==> config.mk <==
export PLATFORM = sky130hd
export DESIGN_NAME = pc_sequencer
export DESIGN_NICKNAME = d
export VERILOG_FILES = /design/src/rtl/pc_sequencer.sv
export SDC_FILE = /design/constraint.sdc
export NUM_CORES = 1
export LEC_CHECK = 0
export BUFFER_PORTS_ARGS = -buffer_cell sky130_fd_sc_hd__buf_2
export CORE_ASPECT_RATIO = 1.1
export CORE_MARGIN = 2
export CORE_UTILIZATION = 50
export DETAILED_ROUTE_END_ITERATION = 6
export GPL_ROUTABILITY_DRIVEN = 0
export HOLD_SLACK_MARGIN = 0.1
export PLACE_DENSITY = 0.73
export SLEW_MARGIN = 30
export SYNTH_ARGS = -nofsm -noshare
export SYNTH_HDL_FRONTEND = slang
export SYNTH_SLANG_ARGS = --single-unit
==> constraint.sdc <==
create_clock -name clk -period 2.1 [get_ports clk]
set_clock_uncertainty 0.1 [all_clocks]
set_input_delay 0.21 -clock clk [delete_from_list [all_inputs] [get_ports clk]]
set_output_delay 0.21 -clock clk [all_outputs]
set_load 0.1 [all_outputs]
==> src/rtl/pc_sequencer.sv <==
// pc_sequencer: three-state program counter sequencer with increment, stall,
// relative branch and table-driven absolute branch, plus a writable target table.
module pc_sequencer #(
    parameter int D = 10,
    parameter int N = 16
) (
    input  logic                 clk,
    input  logic                 reset_n,
    input  logic                 start,
    input  logic                 halt_req,
    input  logic                 stall,
    input  logic                 abs_jump,
    input  logic                 rel_jump,
    input  logic                 taken,
    input  logic [$clog2(N)-1:0] lut_idx,
    input  logic [D-1:0]         rel_off,
    input  logic                 tbl_we,
    input  logic [$clog2(N)-1:0] tbl_waddr,
    input  logic [D-1:0]         tbl_wdata,
    output logic [D-1:0]         pc,
    output logic                 running,
    output logic                 done,
    output logic                 tbl_err
);
    typedef enum logic [1:0] {IDLE, RUN, HALT} state_t;

    state_t         state_q, state_d;
    logic [D-1:0]   pc_q, pc_d;
    logic           tbl_err_q, tbl_err_d;
    logic [D-1:0]   tbl_q [N];
    logic [D-1:0]   tbl_d [N];

    always_comb begin
        state_d   = state_q;
        pc_d      = pc_q;
        tbl_err_d = 1'b0;
        tbl_d     = tbl_q;
        case (state_q)
            IDLE: begin
                pc_d = '0;
                if (start) state_d = RUN;
            end
            RUN: begin
                if (halt_req)              state_d = HALT;
                else if (stall)            pc_d = pc_q;
                else if (abs_jump && taken) pc_d = tbl_q[lut_idx];
                else if (rel_jump && taken) pc_d = pc_q + rel_off;
                else                       pc_d = pc_q + D'(1);
            end
            HALT: begin
                if (start) begin
                    state_d = RUN;
                    pc_d    = '0;
                end
            end
            default: begin
                state_d = IDLE;
                pc_d    = '0;
            end
        endcase
        // the table is frozen while running; a write attempt there is flagged instead
        if (tbl_we) begin
            if (state_q == RUN) tbl_err_d = 1'b1;
            else                tbl_d[tbl_waddr] = tbl_wdata;
        end
    end

    always_ff @(posedge clk or negedge reset_n) begin
        if (!reset_n) begin
            state_q   <= IDLE;
            pc_q      <= '0;
            tbl_err_q <= 1'b0;
            for (int i = 0; i < N; i++) tbl_q[i] <= '0;
        end else begin
            state_q   <= state_d;
            pc_q      <= pc_d;
            tbl_err_q <= tbl_err_d;
            tbl_q     <= tbl_d;
        end
    end

    assign pc      = pc_q;
    assign tbl_err = tbl_err_q;
    assign running = (state_q == RUN);
    assign done    = (state_q == HALT);
endmodule

# After elaboration in Yosys (flattened, before gate mapping)
# Cells that the tools add are included.
[totals] elab_cells=59 out_inout_bits=13 inputBits=37 register_bits=173
[op_classes] n_bitwise=3 magnitude_cmp=3 reduce_logical=8 n_eq_ne=7 n_addsub=2 mux=17
[ops] op="160-bit bitwise mux" n=1
[ops] op="10-bit 2-to-1 mux" n=8
[ops] op="10-bit binary-select mux with 4-bit select" n=1
[ops] op="10-bit demux with 4-bit select" n=1
[ops] op="10-bit case mux with 2 select lines" n=1
[ops] op="10-bit by 1-bit adder with 10-bit output, second input constant" n=1
[ops] op="10-bit adder" n=1
[ops] op="5-bit greater-or-equal comparator, second input constant" n=2
[ops] op="4-bit inverter with 5-bit output" n=2
[ops] op="2-bit inequality test, second input constant" n=4
[ops] op="5-bit by 1-bit less-than comparator with 1-bit output, second input constant" n=1
[ops] op="2-bit 2-to-1 mux" n=2
[ops] op="2-bit case mux with 2 select lines" n=1
[ops] op="2-bit AND reduction" n=2
[ops] op="1-bit logical AND" n=3
[ops] op="3-bit AND reduction" n=1
[ops] op="2-bit by 1-bit equality test with 1-bit output, second input constant" n=1
[ops] op="2-bit equality test, second input constant" n=1
[ops] op="2-bit zero test" n=1
[ops] op="1-bit 2-to-1 mux" n=2
[ops] op="2-bit by 1-bit inequality test with 1-bit output, second input constant" n=1
[ops] op="2-bit OR reduction" n=1
[ops] op="1-bit inverter" n=1

# Longest topological paths before layout
# Gate-level depths: netlist of run 1.
[depth] ltp_word=8 mapped_depth=10 mapped_depth_nobuf=9

# Worst setup path after synthesis of run 1
# No wires, ideal clock.
[synth_path] kind="reg-to-reg" start="register pc_q[0], in the netlist pc[0]" end="register pc_q[8], in the netlist pc[8]" slack_ps=-722 arrival_ps=2593 synth_period_minus_slack_ps=2822 required_ps=1871 setup_ps=129 n_path_buf=0 path_stages_with_launch=9 path_cell_list="dfrtp_1 ha_1 fa_1 a211oi_1 nor2_1 o21a_1 o41a_1 xnor2_1 o21ai_1"
[synth_via] elab_chain_len=6 elab_cells_between_ends=7 classes_between="2 x add/sub; 5 x mux"
[synth_lines] element="start, declared" line="28" text="logic [D-1:0] pc_q, pc_d;"
[synth_lines] element="start signal, assigned" line="76" text="pc_q <= pc_d;"
[synth_lines] element="10-bit by 1-bit adder with 10-bit output / 10-bit adder (equally long branches)" line="48, 47"
[synth_lines] element="10-bit 2-to-1 mux *" line="47" text="else if (rel_jump && taken) pc_d = pc_q + rel_off;"
[synth_lines] element="10-bit 2-to-1 mux *" line="46" text="else if (abs_jump && taken) pc_d = tbl_q[lut_idx];"
[synth_lines] element="10-bit 2-to-1 mux *" line="45" text="else if (stall) pc_d = pc_q;"
[synth_lines] element="10-bit 2-to-1 mux *" line="44" text="if (halt_req) state_d = HALT;"
[synth_lines] element="10-bit case mux with 2 select lines *" line="38" text="case (state_q)"
# Every way passes the cells marked *; elsewhere a longest branch is shown, timed or not. The select of a mux whose other input is x is not followed.
# A chain may end at the register's enable or synchronous reset.

# Worst setup path in the final report of run 1
# Ends and elaborated chain as after synthesis.

==> out/qor.csv, run 1 <==
metric,value,unit
slowest_delay,480,ps
grt.overflow.total,0,
fin_area,10300,sq um
hpwl,13900,um
maxCapViolations,0,
utilization,62.9,%
fill_cells,1172,
initial_core_util,51.2,%
vias,5451,
yosys-top-cells-area,"dfrtp_1, mux2_2, mux4_2",
die_h,140,um
portBuffers,49,
finalNonFillerCells,894,
synth_compound_area_share,3.97,%
ys_seq_elements,173,
syn_area_per_cell,15.1,sq um
crit_fanout,2,
finalCriticalPeriod,2230,ps
dieArea,17800,sq um
yosys.area_share.simple,5.01,%
fp-row-count,49,
min_path_type,input port to flip-flop,
track_usage,24.3,%
numCtsBuffers,17,
root_buffer,clkbuf_16,
worstMarginPinSlew,492,ps
fin_nets,724,
drt_pass1_iterations,5,
die_x,128,um
critical_path_required,2310,ps
drv_slew,0,
netlist-cell-type-count,51,
synthAdderAreaFrac,1.58,%
synthMuxAreaShare,35.3,%
rsz0062_at_grt,yes,
grt_pass1_vias,5851,
fmax,449,MHz
endpoint_kind,flip-flop,
cpMaxStageDelayCell,dfrtp_4,
synth_top_area_share,51.6,%
ant_nets,0,
fin_ws,-129,ps
syn_to_final_growth,22.7,%
critPathLaunchType,flip-flop,
seq_area_frac_synth,51.6,%
syn-instance-count,556,
slew_headroom,67.2,%
ios,50,
hold_viol_final,0,
syn_nets,603,
antenna_found_initial,0,
place_worst_setup_slack,-202,ps
wl,20700,um
cts_tree,built,
wl_per_cell,23.1,um
initialDrtViolationCount,386,
clock-sinks,173,
synth_ff_type,dfrtp_1,
powerDensity,1020,nW/um^2
antenna_cells,0,
grt_max_degree,51,
fin_crit_sh,106,%
setup_viol,1,
drive_gt1_share,55.4,%
critPathArrivalTime,2440,ps
status,"finished, violations left",
synth_edf_count,0,
dp_cells,853,
drc_errors,0,
yosysWarnings,0,
synthXorXnorAreaFrac,0.522,%
cp_cell_sequence,"ha_4, fa_2, a211oi_2, nor2_1, o21a_1, o41a_1, xnor2_1, o21ai_1",
leakagePower,4.61,nW
synth_area,8390,sq um
clockBufferDepth,2,
setup.worst_path.class,flip-flop to flip-flop,
grt_pass1_wl,32500,um
clk_pin_slew,70,ps
place_area,9550,sq um
vias_per_cell,6.10,
violations,setup timing,
synth_top_cell_by_area,dfrtp_1,
core,16400,sq um
insertion_delay,430,ps
synth_top_family_by_area,multiplexers,
h-tree-depth,4,
peakVddDrop,0.643,mV
synth-async-reset-ratio,100,%
==> routing by layer <==
layer  vias to the layer above  part of all wire, %  GRT usage (%)
met4                         0                  3.0           9.14
met2                       162                   50           41.9
met3                        40                  4.6           4.61
met5                         -                    0              0
li1                       2365                    -              -
met1                      2884                   42           30.6
==> through the flow <==
| stage | hold slack, ps | power, W | TNS, ps |
|---|---|---|---|
| 2_1_floorplan | -186 | 0.00649 | -382 |
| 3_3_place_gp | 90.2 | 0.00702 | -703 |
| 3_5_place_dp | 96.7 | 0.00721 | -869 |
| 4_1_cts | 102 | 0.0105 | -132 |
| 5_1_grt | 127 | 0.0110 | -369 |
| 6_report | 112 | 0.0105 | -129 |
==> layout by cell type (no fill, tap or decap), types with 7 or more instances in the layout <==
| cell | count |
|---|---|
| nand2_1 | 9 |
| o21ai_1 | 8 |
| a211oi_1 | 7 |
| buf_4 | 65 |
| mux2_2 | 147 |
| clkbuf_16 | 17 |
| dfrtp_1 | 164 |
| and3_1 | 9 |
| buf_2 | 48 |
| mux4_2 | 37 |
| ha_4 | 7 |
| mux4_1 | 10 |
| nor2_1 | 14 |
| nor2_2 | 11 |
| buf_12 | 10 |
| mux2_1 | 15 |
| dfrtp_4 | 8 |
==> path summary, 6_finish.rpt <==
path	from	to	slack, ps	cells after the start
max	pc[0]	pc[8]	-130	8
min	tbl_wdata[4]	tbl_q[74]	110	2
max reg2reg	pc[0]	pc[8]	-130	8
min reg2reg	tbl_q[111]	tbl_q[111]	390	1
max in group asynchronous	reset_n	tbl_q[150]	1060	3
min in group asynchronous	reset_n	tbl_q[114]	200	2
==> synthesized netlist by cell type, types with 2 or more instances <==
master / n
dfrtp_1: 173
mux2_2: 147
mux4_2: 37
clkbuf_1: 16
nor2_1: 16
mux2_1: 15
a211oi_1: 10
mux4_1: 10
and3_1: 9
ha_1: 9
nand2_1: 9
nor2_2: 9
o21ai_1: 8
buf_2: 7
inv_1: 6
a21oi_1: 5
nand2b_1: 5
buf_6: 4
mux2i_1: 4
nor2b_1: 4
nor3_1: 4
a21o_1: 3
a22oi_1: 3
nand3_1: 3
xor2_1: 3
a31oi_1: 2
a41o_1: 2
and2_1: 2
nand4_1: 2
nor3_2: 2
o21a_1: 2
o21ai_0: 2
o22ai_1: 2
o41a_1: 2
or4_1: 2
xnor2_1: 2
==> worst max-delay path: cells and delay by family, from the launching register on <==
kind | cells | cell delay (ps)
compound gates | 4 | 790
fa+ha+maj | 2 | 510
flops | 1 | 480
xor+xnor | 1 | 140
simple gates | 1 | 90
==> power breakdown <==
| part | internal [W] | total, W | switching, W |
|---|---|---|---|
| logic | 0.00140 | 0.00241 | 0.00101 |
| clock network | 0.00193 | 0.00330 | 0.00137 |
| registers | 0.00430 | 0.00480 | 0.000498 |
| total | 0.00763 | 0.0105 | 0.00288 |
==> cell families (layout without fill, tap and decap cells) <==
logic type,count (synthesis),count (layout)
multiplexers,213,213
flip-flops,173,173
AND/OR/NAND/NOR,73,73
AO/OA/AOI/OAI,47,47
buffers and inverters,35,169
adder cells (fa/ha/maj),10,10
XOR/XNOR,5,5
==> sequential cells by signal, summed over array words and instances (netlist names) <==
register,flops
state_q,2
tbl_err,1
tbl_q,160
pc,10
==> cell type report <==
| cell class | count | area, sq um | share of cell area [%] |
|---|---|---|---|
| Clock buffer | 18 | 439 | 4.27 |
| Clock inverter | 14 | 185 | 1.80 |
| Inverter | 7 | 26.3 | 0.255 |
| Multi-Input combinational cell | 348 | 4020 | 39.1 |
| Sequential cell | 173 | 4360 | 42.4 |
| Tap cell | 204 | 255 | 2.48 |
| Timing Repair Buffer | 130 | 1000 | 9.72 |
==> what timing repair did <==
item | in CTS | in global routing
gates cloned | 0 | 0
hold endpoints to repair | 163 | 0
gates resized for setup | 3 | 4
setup buffers | 0 | 3
hold buffers | 6 | 0
endpoints found under the setup margin | 15 | 9
pin swaps | 3 | 5
No activity file was read; power rests on OpenSTA's default activity.
==> run 2: changes to the inputs <==
==> constraint.sdc (replaced) <==
create_clock -name clk -period 2.1 [get_ports clk]
set_clock_uncertainty 0.1 [all_clocks]
set_input_delay 0.42 -clock clk [delete_from_list [all_inputs] [get_ports clk]]
set_output_delay 0.42 -clock clk [all_outputs]
set_load 0.1 [all_outputs]
==> out/qor.csv, run 2 (synthesized netlist as in run 1, its figures left out) <==
metric,value,unit,change
insertion_delay,430,ps,about the same
worstMarginPinSlew,503,ps,+10.4 ps
grt_pass1_wl,31700,um,-2.4%
internal-power,0.00742,W,-2.8%
initial_core_util,51.2,%,unchanged
root_buffer,clkbuf_16,,
cpMaxStageDelayCell,dfrtp_4,,
vias_per_cell,6.05,,-0.80%
clock-sinks,173,,unchanged
final_cell_mix,"dfrtp_1, mux2_2, buf_4",,
die_x,128,um,unchanged
drt_pass1_iterations,4,,-1
core,16400,sq um,unchanged
rsz0062_at_grt,yes,,
clockBufferDepth,2,,unchanged
portBuffers,49,,unchanged
drc_errors,0,,unchanged
ant_nets,0,,unchanged
r2r_setup_slack,-190,ps,-60 ps
die_h,140,um,unchanged
fin_crit_sh,109,%,+2.7 points
ios,50,,unchanged
largest_reg_flops,160,,unchanged
drv_slew,0,,unchanged
wl_per_cell,22.4,um,-3.0%
peakVddDrop,0.609,mV,-5.3%
syn_to_final_growth,22.3,%,
slew_headroom,66.7,%,-0.46 points
initialDrtViolationCount,377,,-2.3%
endpoint_kind,flip-flop,,
fp-row-count,49,,unchanged
track_usage,23.7,%,-0.65 points
numCtsBuffers,17,,unchanged
final.setup.tns,-548,ps,-419 ps
dieArea,17800,sq um,unchanged
status,"finished, violations left",,
cts_tree,built,,
utilization,62.7,%,-0.17 points
powerDensity,989,nW/um^2,-3.2%
p_sw_share,26.9,%,-0.53 points
vias,5341,,-2.0%
critPathLaunchType,flip-flop,,
fmax,437,MHz,-2.5%
fin_ws,-187,ps,-57.5 ps
switchingPower,0.00273,W,-5.3%
clk_pin_slew,70,ps,about the same
p_seq_share,47.2,%,+1.5 points
hold_viol_final,0,,unchanged
violations,setup timing,,
regMostFlops,tbl_q,,
critical_path_required,2300,ps,about the same
antenna_found_initial,0,,unchanged
h-tree-depth,4,,unchanged
fin_nets,715,,-1.2%
wl,19800,um,-4.2%
comb_power_share,23.9,%,+0.9 points
final_common_cell,dfrtp_1,,
grt_pass1_vias,5754,,-1.7%
crit_fanout,2,,unchanged
setup.worst_path.class,flip-flop to flip-flop,,
critPathArrivalTime,2490,ps,+50 ps
setup_viol,4,,+3
min_path_type,input port to flip-flop,,
drive_gt1_share,55.2,%,-0.13 points
hpwl,13500,um,-3.5%
power_frac_clock,28.9,%,-2.5 points
slowest_delay,500,ps,+20 ps
cp_cell_sequence,"ha_4, fa_2, a211oi_2, nor2_2, o21a_1, o41a_1, xnor2_1, o21ai_1",,
grt.overflow.total,0,,unchanged
maxCapViolations,0,,unchanged
leakagePower,4.57,nW,-0.92%
grt_max_degree,66,,+29%
antenna_cells,0,,unchanged
finalCriticalPeriod,2290,ps,+57.5 ps
-- run 2: changes by cell type in the layout (fill, tap and decap cells not counted), sizes merged --
cell and delta:
clkbuf +5, dlygate4sd3 -5, buf -4, inv -4
bufinv -2, clkinvlp -1
-- run 2: critical path, delay by kind of cell, from the launching register on --
kind	cells	cell delay (ps)
AOI/OAI and AO/OA	4	820
adders and majority gates	2	530
DFF	1	500
xor gates and xnor gates	1	150
and+or+nand+nor	1	70
-- run 2: power groups by stage --
| stage | Combinational, W | Clock (W) | Sequential [W] |
|---|---|---|---|
| 2_1_floorplan | 0.00169 | 0 | 0.00481 |
| 3_3_place_gp | 0.00229 | 0 | 0.00473 |
| 3_5_place_dp | 0.00240 | 0 | 0.00484 |
| 4_1_cts | 0.00243 | 0.00297 | 0.00478 |
| 5_1_grt | 0.00261 | 0.00311 | 0.00491 |
| 6_report | 0.00243 | 0.00293 | 0.00479 |
-- run 2: final cells by class --
| class | count | area (sq um) |
|---|---|---|
| Clock buffer | 23 | 478 |
| Clock inverter | 7 | 65.1 |
| Fill cell | 1158 | 6110 |
| Inverter | 7 | 26.3 |
| Multi-Input combinational cell | 348 | 4040 |
| Sequential cell | 173 | 4350 |
| Tap cell | 204 | 255 |
| Timing Repair Buffer | 121 | 1040 |
-- run 2: timing repair --
action | CTS | global route
endpoints found under the setup margin | 4 | 6
hold endpoints to repair | 28 | 0
buffers inserted | 2 | 4
hold buffers | 1 | 0
gates resized for setup | 3 | 12
pin swaps | 3 | 7
-- run 2: final timing paths --
kind                             from         end  cells after the start
max reg2reg                     pc[0]       pc[8]                      8
min reg2reg                tbl_q[114]  tbl_q[114]                      1
max                             pc[0]       pc[8]                      8
min in group asynchronous     reset_n   tbl_q[55]                      2
max in group asynchronous     reset_n  tbl_q[102]                      3
min                          halt_req  state_q[0]                      2
-- run 2: per-stage QoR --
stage	cell area, sq um	worst slack (ps)	std cells	total power (W)	hold slack (ps)
after floorplan	8520	-267	556	0.00649	24.4
after detailed placement	9590	-467	846	0.00724	223
final	10300	-187	883	0.0101	112
after global routing	10300	-283	883	0.0106	115
after CTS	10200	-178	879	0.0102	101
after global placement	9590	-387	846	0.00702	214
-- run 2: per-layer routing --
layer	up-vias	GRT usage, %	routed length [um]
li1	2334	-	-
met1	2829	31.2	8640
met2	137	38.4	9850
met3	41	4.23	705
met4	0	11.0	628
met5	-	0	0
